**src/rtl/pipe_cla_addsub.sv**
```systemverilog
// pipe_cla_addsub
//   Pipelined carry look-ahead adder/subtractor. A DW-bit add is cut into
//   STAGES segments of DW/STAGES bits; each pipeline stage resolves one
//   segment with chained 4-bit CLA blocks and hands its carry to the next
//   stage through a register. Unconsumed upper operand bits travel with the
//   transaction, and finished low segments accumulate so the result leaves
//   the last stage already aligned. Latency is STAGES cycles with no stall.
//
// Ports
//   clk_i    rising-edge clock
//   rst_i    asynchronous active-high reset
//   valid_i  input transaction valid
//   ready_o  block can accept an input this cycle
//   a_i      operand A (DW bits)
//   b_i      operand B (DW bits)
//   ci_i     carry-in (borrow-in when sub_i=1)
//   sub_i    0: s = a+b+ci, 1: s = a-b-ci
//   valid_o  result valid
//   ready_i  downstream accepts result
//   s_o      sum/difference (DW bits)
//   c_o      carry-out of MSB (sub mode: 1 = no borrow)
//   ov_o     two's-complement signed overflow
module pipe_cla_addsub #(
    parameter int DW     = 32,
    parameter int STAGES = 2
) (
    input  logic          clk_i,
    input  logic          rst_i,
    input  logic          valid_i,
    output logic          ready_o,
    input  logic [DW-1:0] a_i,
    input  logic [DW-1:0] b_i,
    input  logic          ci_i,
    input  logic          sub_i,
    output logic          valid_o,
    input  logic          ready_i,
    output logic [DW-1:0] s_o,
    output logic          c_o,
    output logic          ov_o
);

    localparam int          SEG  = (STAGES > 0) ? DW / STAGES : 4;
    localparam int unsigned NBLK = SEG / 4;

    if ((STAGES < 1) || (DW % (4 * STAGES) != 0)) begin : g_param_check
        $fatal(1, "pipe_cla_addsub: DW must be a multiple of 4*STAGES and STAGES >= 1");
    end

    // 4-bit look-ahead block: p = a|b, g = a&b. Returns {carry_out, sum[3:0]}.
    function automatic logic [4:0] cla4(input logic [3:0] a, input logic [3:0] b,
                                        input logic ci);
        logic [3:0] p;
        logic [3:0] g;
        logic [4:0] c;
        p    = a | b;
        g    = a & b;
        c[0] = ci;
        c[1] = g[0] | (p[0] & ci);
        c[2] = g[1] | (p[1] & g[0]) | (p[1] & p[0] & ci);
        c[3] = g[2] | (p[2] & g[1]) | (p[2] & p[1] & g[0]) | (p[2] & p[1] & p[0] & ci);
        c[4] = g[3] | (p[3] & g[2]) | (p[3] & p[2] & g[1]) | (p[3] & p[2] & p[1] & g[0])
             | (p[3] & p[2] & p[1] & p[0] & ci);
        return {c[4], a ^ b ^ c[3:0]};
    endfunction

    logic [DW-1:0] b_eff;
    logic          cin0;
    logic [STAGES:1] adv;   // adv[k]: stage k takes the contents of stage k-1

    assign b_eff         = sub_i ? ~b_i : b_i;
    assign cin0          = sub_i ? ~ci_i : ci_i;
    assign adv[STAGES]   = ready_i;

    for (genvar k = 0; k < STAGES; k++) begin : g_stage
        // Stage k only sees the operand bits it has not consumed yet.
        localparam int SW = DW - k * SEG;

        logic [SW-1:0]          src_a;
        logic [SW-1:0]          src_b;
        logic                   src_c;
        logic                   src_v;
        logic [(k+1)*SEG-1:0]   s_next;
        logic [SEG-1:0]         seg_s;
        logic                   seg_c;
        logic [4:0]             blk;
        logic                   ld;
        logic                   v_q;
        logic                   c_q;
        logic [(k+1)*SEG-1:0]   s_q;

        if (k == 0) begin : g_src
            assign src_a  = a_i;
            assign src_b  = b_eff;
            assign src_c  = cin0;
            assign src_v  = valid_i;
            assign s_next = seg_s;
        end else begin : g_src
            assign src_a  = g_stage[k-1].g_fwd.a_q;
            assign src_b  = g_stage[k-1].g_fwd.b_q;
            assign src_c  = g_stage[k-1].c_q;
            assign src_v  = g_stage[k-1].v_q;
            assign s_next = {seg_s, g_stage[k-1].s_q};
            assign adv[k] = ld;
        end

        always_comb begin
            seg_c = src_c;
            seg_s = '0;
            blk   = '0;
            for (int unsigned j = 0; j < NBLK; j++) begin
                blk             = cla4(src_a[4*j +: 4], src_b[4*j +: 4], seg_c);
                seg_s[4*j +: 4] = blk[3:0];
                seg_c           = blk[4];
            end
        end

        // Empty stages load regardless of downstream, so bubbles collapse.
        assign ld = src_v & (~v_q | adv[k+1]);

        always_ff @(posedge clk_i or posedge rst_i) begin
            if (rst_i) begin
                v_q <= 1'b0;
                c_q <= 1'b0;
                s_q <= '0;
            end else if (ld) begin
                v_q <= 1'b1;
                c_q <= seg_c;
                s_q <= s_next;
            end else if (adv[k+1]) begin
                v_q <= 1'b0;
            end
        end

        if (k < STAGES - 1) begin : g_fwd
            logic [SW-SEG-1:0] a_q;
            logic [SW-SEG-1:0] b_q;

            always_ff @(posedge clk_i or posedge rst_i) begin
                if (rst_i) begin
                    a_q <= '0;
                    b_q <= '0;
                end else if (ld) begin
                    a_q <= src_a[SW-1:SEG];
                    b_q <= src_b[SW-1:SEG];
                end
            end
        end else begin : g_last
            logic ov_q;
            logic ov_next;

            // Carry into the MSB is recovered as a^b^sum at that bit.
            assign ov_next = src_a[SEG-1] ^ src_b[SEG-1] ^ seg_s[SEG-1] ^ seg_c;

            always_ff @(posedge clk_i or posedge rst_i) begin
                if (rst_i) begin
                    ov_q <= 1'b0;
                end else if (ld) begin
                    ov_q <= ov_next;
                end
            end
        end
    end

    assign ready_o = ~g_stage[0].v_q | adv[1];
    assign valid_o = g_stage[STAGES-1].v_q;
    assign s_o     = g_stage[STAGES-1].s_q;
    assign c_o     = g_stage[STAGES-1].c_q;
    assign ov_o    = g_stage[STAGES-1].g_last.ov_q;

endmodule

```
**config.mk**
```make
export PLATFORM = sky130hd
export DESIGN_NAME = pipe_cla_addsub
export DESIGN_NICKNAME = d
export VERILOG_FILES = /design/src/rtl/pipe_cla_addsub.sv
export SDC_FILE = /design/constraint.sdc
export NUM_CORES = 1
export LEC_CHECK = 0
export CAP_MARGIN = 5
export CORE_UTILIZATION = 53
export CTS_CLUSTER_DIAMETER = 100
export DETAILED_ROUTE_END_ITERATION = 6
export PLACE_DENSITY_LB_ADDON = 0.3
export REMOVE_ABC_BUFFERS = 1
export SETUP_SLACK_MARGIN = 0.05
export SYNTH_ARGS = -nofsm -noshare
export SYNTH_HDL_FRONTEND = slang
export SYNTH_SLANG_ARGS = --single-unit
```
**constraint.sdc**
```tcl
create_clock -name clk_i -period 3.5 [get_ports clk_i]
set_input_delay 0.35 -clock clk_i [delete_from_list [all_inputs] [get_ports clk_i]]
set_output_delay 0.35 -clock clk_i [all_outputs]
set_load 0.02 [all_outputs]
```
==> results.toml <==
[global_routing]
grt_pass1_wl_um = 17400
grt-ovfl-total = 0
antenna_found_initial = 0
grt_max_degree = 86
grtUsageTotal_pct = 21.3
grt_pass1_vias = 3973

[floorplan]
design.die.area_um2 = 10700
boundaryPins = 106
rows = 36
die-height_um = 103
fp.dieW_um = 103
start_util_pct = 55.1
fp.coreArea_um2 = 9860

[cells_and_area]
syn2layout_area_growth_pct = 26.5
instances_no_fill = 785
multi_input_area_um2 = 2940
drive_gt1_share_pct = 7.82
final_nets = 789
diodes = 0
fillers = 709
regArea_um2 = 2130
fin_util_pct = 69.7

[sta]
rsz0062_at_grt = "false"
setup_viol = 0
timing.final.crit_share_pct = 80.5
max_freq_ghz = 0.355
tightest_slew_ns = 0.741
hold_viol_final = 0
max-slew-margin-rel_pct = 50.4
slew_viol_final = 0
fin_crit_ns = 2.82
finalSetupTns_ns = 0
skew_ns = 0.00854

[synthesis]
yosys.area.top_type_share_pct = 39.1
seq_area_frac_synth_pct = 39.1
synthArstFlopShare_pct = 100
ys_seq_elements = 85
synth_edf_count = 0
ys_warn_count = 0
synth_area_leader_cell = "dfrtp_1"
ys_types = 48
synthesis.instances = 543
postSynthAreaPerCell_um2 = 10.0
synth_area_um2 = 5440
synth.area.top_cells = "dfrtp_1 (39%), ha_1 (15%), xor2_1 (7.3%)"
ys_dominant_reg_cell = "dfrtp_1"

[clocking]
clkTransAtPathRegs_ns = 0.08
postCtsHoldBufs = 0
cts_setup_buffers = 0
cts_buffer_depth = 2
cts-buffers-inserted = 9
clkSinkCount = 85
root_buffer = "clkbuf_8"
clock_latency_ns = 0.36
tritoncts = "yes"
ctsResizeCount = 0
htree_levels = 3

[outcome]
status = "finished clean"

[critical_path]
arrival_ns = 3.05
crit_buf_inv = 2
crit_slowest_cell = "or4_4"
slowest_delay_ns = 0.54
critPathKind = "primary input to flop"
setup.worst_path.start_class = "primary input"
path_delay_family = "adder cells"
cp-end-kind = "flop"
crit_fanout = 4
cp_common_cell = "xor2_1"
path_cells = "clkdlybuf4s50_1 -> xor2_1 -> inv_2 -> ha_1 -> or4_4 -> o21bai_4 -> a31oi_1 -> nor3_2 -> fa_1 -> xor2_1 -> o21ai_1"
critPathRequiredTime_ns = 3.73

[pwr]
switching_power_uw = 1330
clock_power_share_pct = 20.9
irDropWorstVdd_mv = 0.299
share_comb_of_total_power_pct = 41.3
swShare_pct = 34.9
p_seq_share_pct = 37.9
internal_power_uw = 2480
leakagePower_uw = 0.00328
powerDensity_nw_per_um2 = 554

[hold_path]
hp-class = "primary input to asynchronous set/reset pin"

[place]
dp_hpwl_um = 8070
dp_cells = 769
io_buffers = 105
gp_congestion = 0.900

[drt]
drtPass1Iterations = 6
vias = 3973
drtIter0Drc = 105
wl_per_cell_um = 13.7
ant_nets = 0
drc = 0
avgViaCountPerCell = 5.06
wl_um = 10800

[job]
drv_cap = 0
-- path summary, 6_finish.rpt --
path | startpoint | to | slack [ns] | cells past startpoint
min in group clk_i | g_stage[0].s_q[0] | g_stage[0].s_q[0] | 0.49 | 2
worst min register to register | g_stage[0].s_q[0] | g_stage[0].s_q[0] | 0.49 | 2
worst min-delay path | rst_i | s_o[16] | 0.39 | 3
max in group asynchronous | rst_i | g_stage[0].s_q[2] | 2.75 | 3
worst max-delay path | b_i[6] | g_stage[0].s_q[13] | 0.68 | 11
worst max register to register | g_stage[0].g_fwd.a_q[1] | s_o[28] | 1.05 | 8
-- per-stage QoR --
step	worst slack [ns]	hold slack (ns)	area [µm²]	total power, µW
after global placement	0.442	0.462	6650	2980
after global routing	0.543	0.464	6880	4060
after detailed placement	0.285	0.475	6650	3050
after CTS	0.681	0.417	6880	3850
final	0.682	0.394	6880	3810
after floorplan	0.957	0.448	5360	2380
-- worst min-delay path: stages --
cell	delay, ns
clkdlybuf4s50_1	0.41
clkinv_2	0.06
buf_12	0.36
-- state kept, by name, summed over array words and instances (netlist names) --
name               flops
g_stage.g_fwd.b_q     16
c_o                    1
g_stage.v_q            1
g_stage.g_fwd.a_q     16
s_o                   32
ov_o                   1
valid_o                1
g_stage.s_q           16
g_stage.c_q            1
-- cells by family (layout without fill, tap and decap cells) --
logic type      count (synthesis)  after routing  synth area share, %
xor+xnor                       53             53                 8.54
flops                          85             85                 39.1
buf+inv                        99            208                 6.98
compound gates                 87             87                 9.81
mux                            37             37                 7.62
fa+ha+maj                      72             72                 17.7
simple gates                  110            110                 10.2
-- cells in the final DEF (no fill, tap or decap), types with 10 or more instances in the layout --
cell type	netlist	layout
nor2_1	30	30
nand2_1	33	32
mux2_1	34	34
inv_1	65	64
nor3b_1	10	10
dfrtp_1	85	85
inv_2	16	16
clkbuf_8	0	11
a21oi_1	34	34
o21ai_1	29	29
ha_1	64	64
xor2_1	45	45
clkdlybuf4s50_1	0	104
-- layer usage --
metal	global-route usage [%]	vias to the layer above	share of wire (%)
met3	3.09	17	3.6
met5	0	-	0
met1	24.6	1902	43
li1	-	1967	-
met2	39.0	87	51
met4	9.64	0	1.8
-- synthesized netlist by cell type, types with 2 or more instances --
master,instances
a211oi_1,5
a21oi_1,34
buf_1,2
clkbuf_1,15
dfrtp_1,85
fa_1,8
ha_1,64
inv_1,65
inv_2,16
mux2_1,34
mux2i_1,2
nand2_1,33
nand2b_1,5
nand3_1,2
nand3b_1,2
nor2_1,30
nor2b_1,7
nor3_1,6
nor3b_1,10
nor4_1,3
o21ai_0,3
o21ai_1,29
o21bai_1,2
o31ai_1,3
or4_1,4
xnor2_1,8
xor2_1,45
-- power by group through the flow --
stage | clock [µW] | sequential [µW] | combinational (µW)
detailed placement | 0 | 1470 | 1590
floorplan | 0 | 1640 | 734
global placement | 0 | 1450 | 1530
finish | 795 | 1440 | 1570
global route | 837 | 1480 | 1750
CTS | 808 | 1450 | 1590
-- cell type report --
| cell class | instances | share of cell area [%] |
|---|---|---|
| Tap cell | 133 | 2.42 |
| Multi-Input combinational cell | 359 | 42.7 |
| Clock buffer | 12 | 2.26 |
| Sequential cell | 85 | 30.9 |
| Clock inverter | 4 | 1.02 |
| Inverter | 81 | 4.44 |
| Timing Repair Buffer | 111 | 16.2 |
No activity file was read; power rests on OpenSTA's default activity.
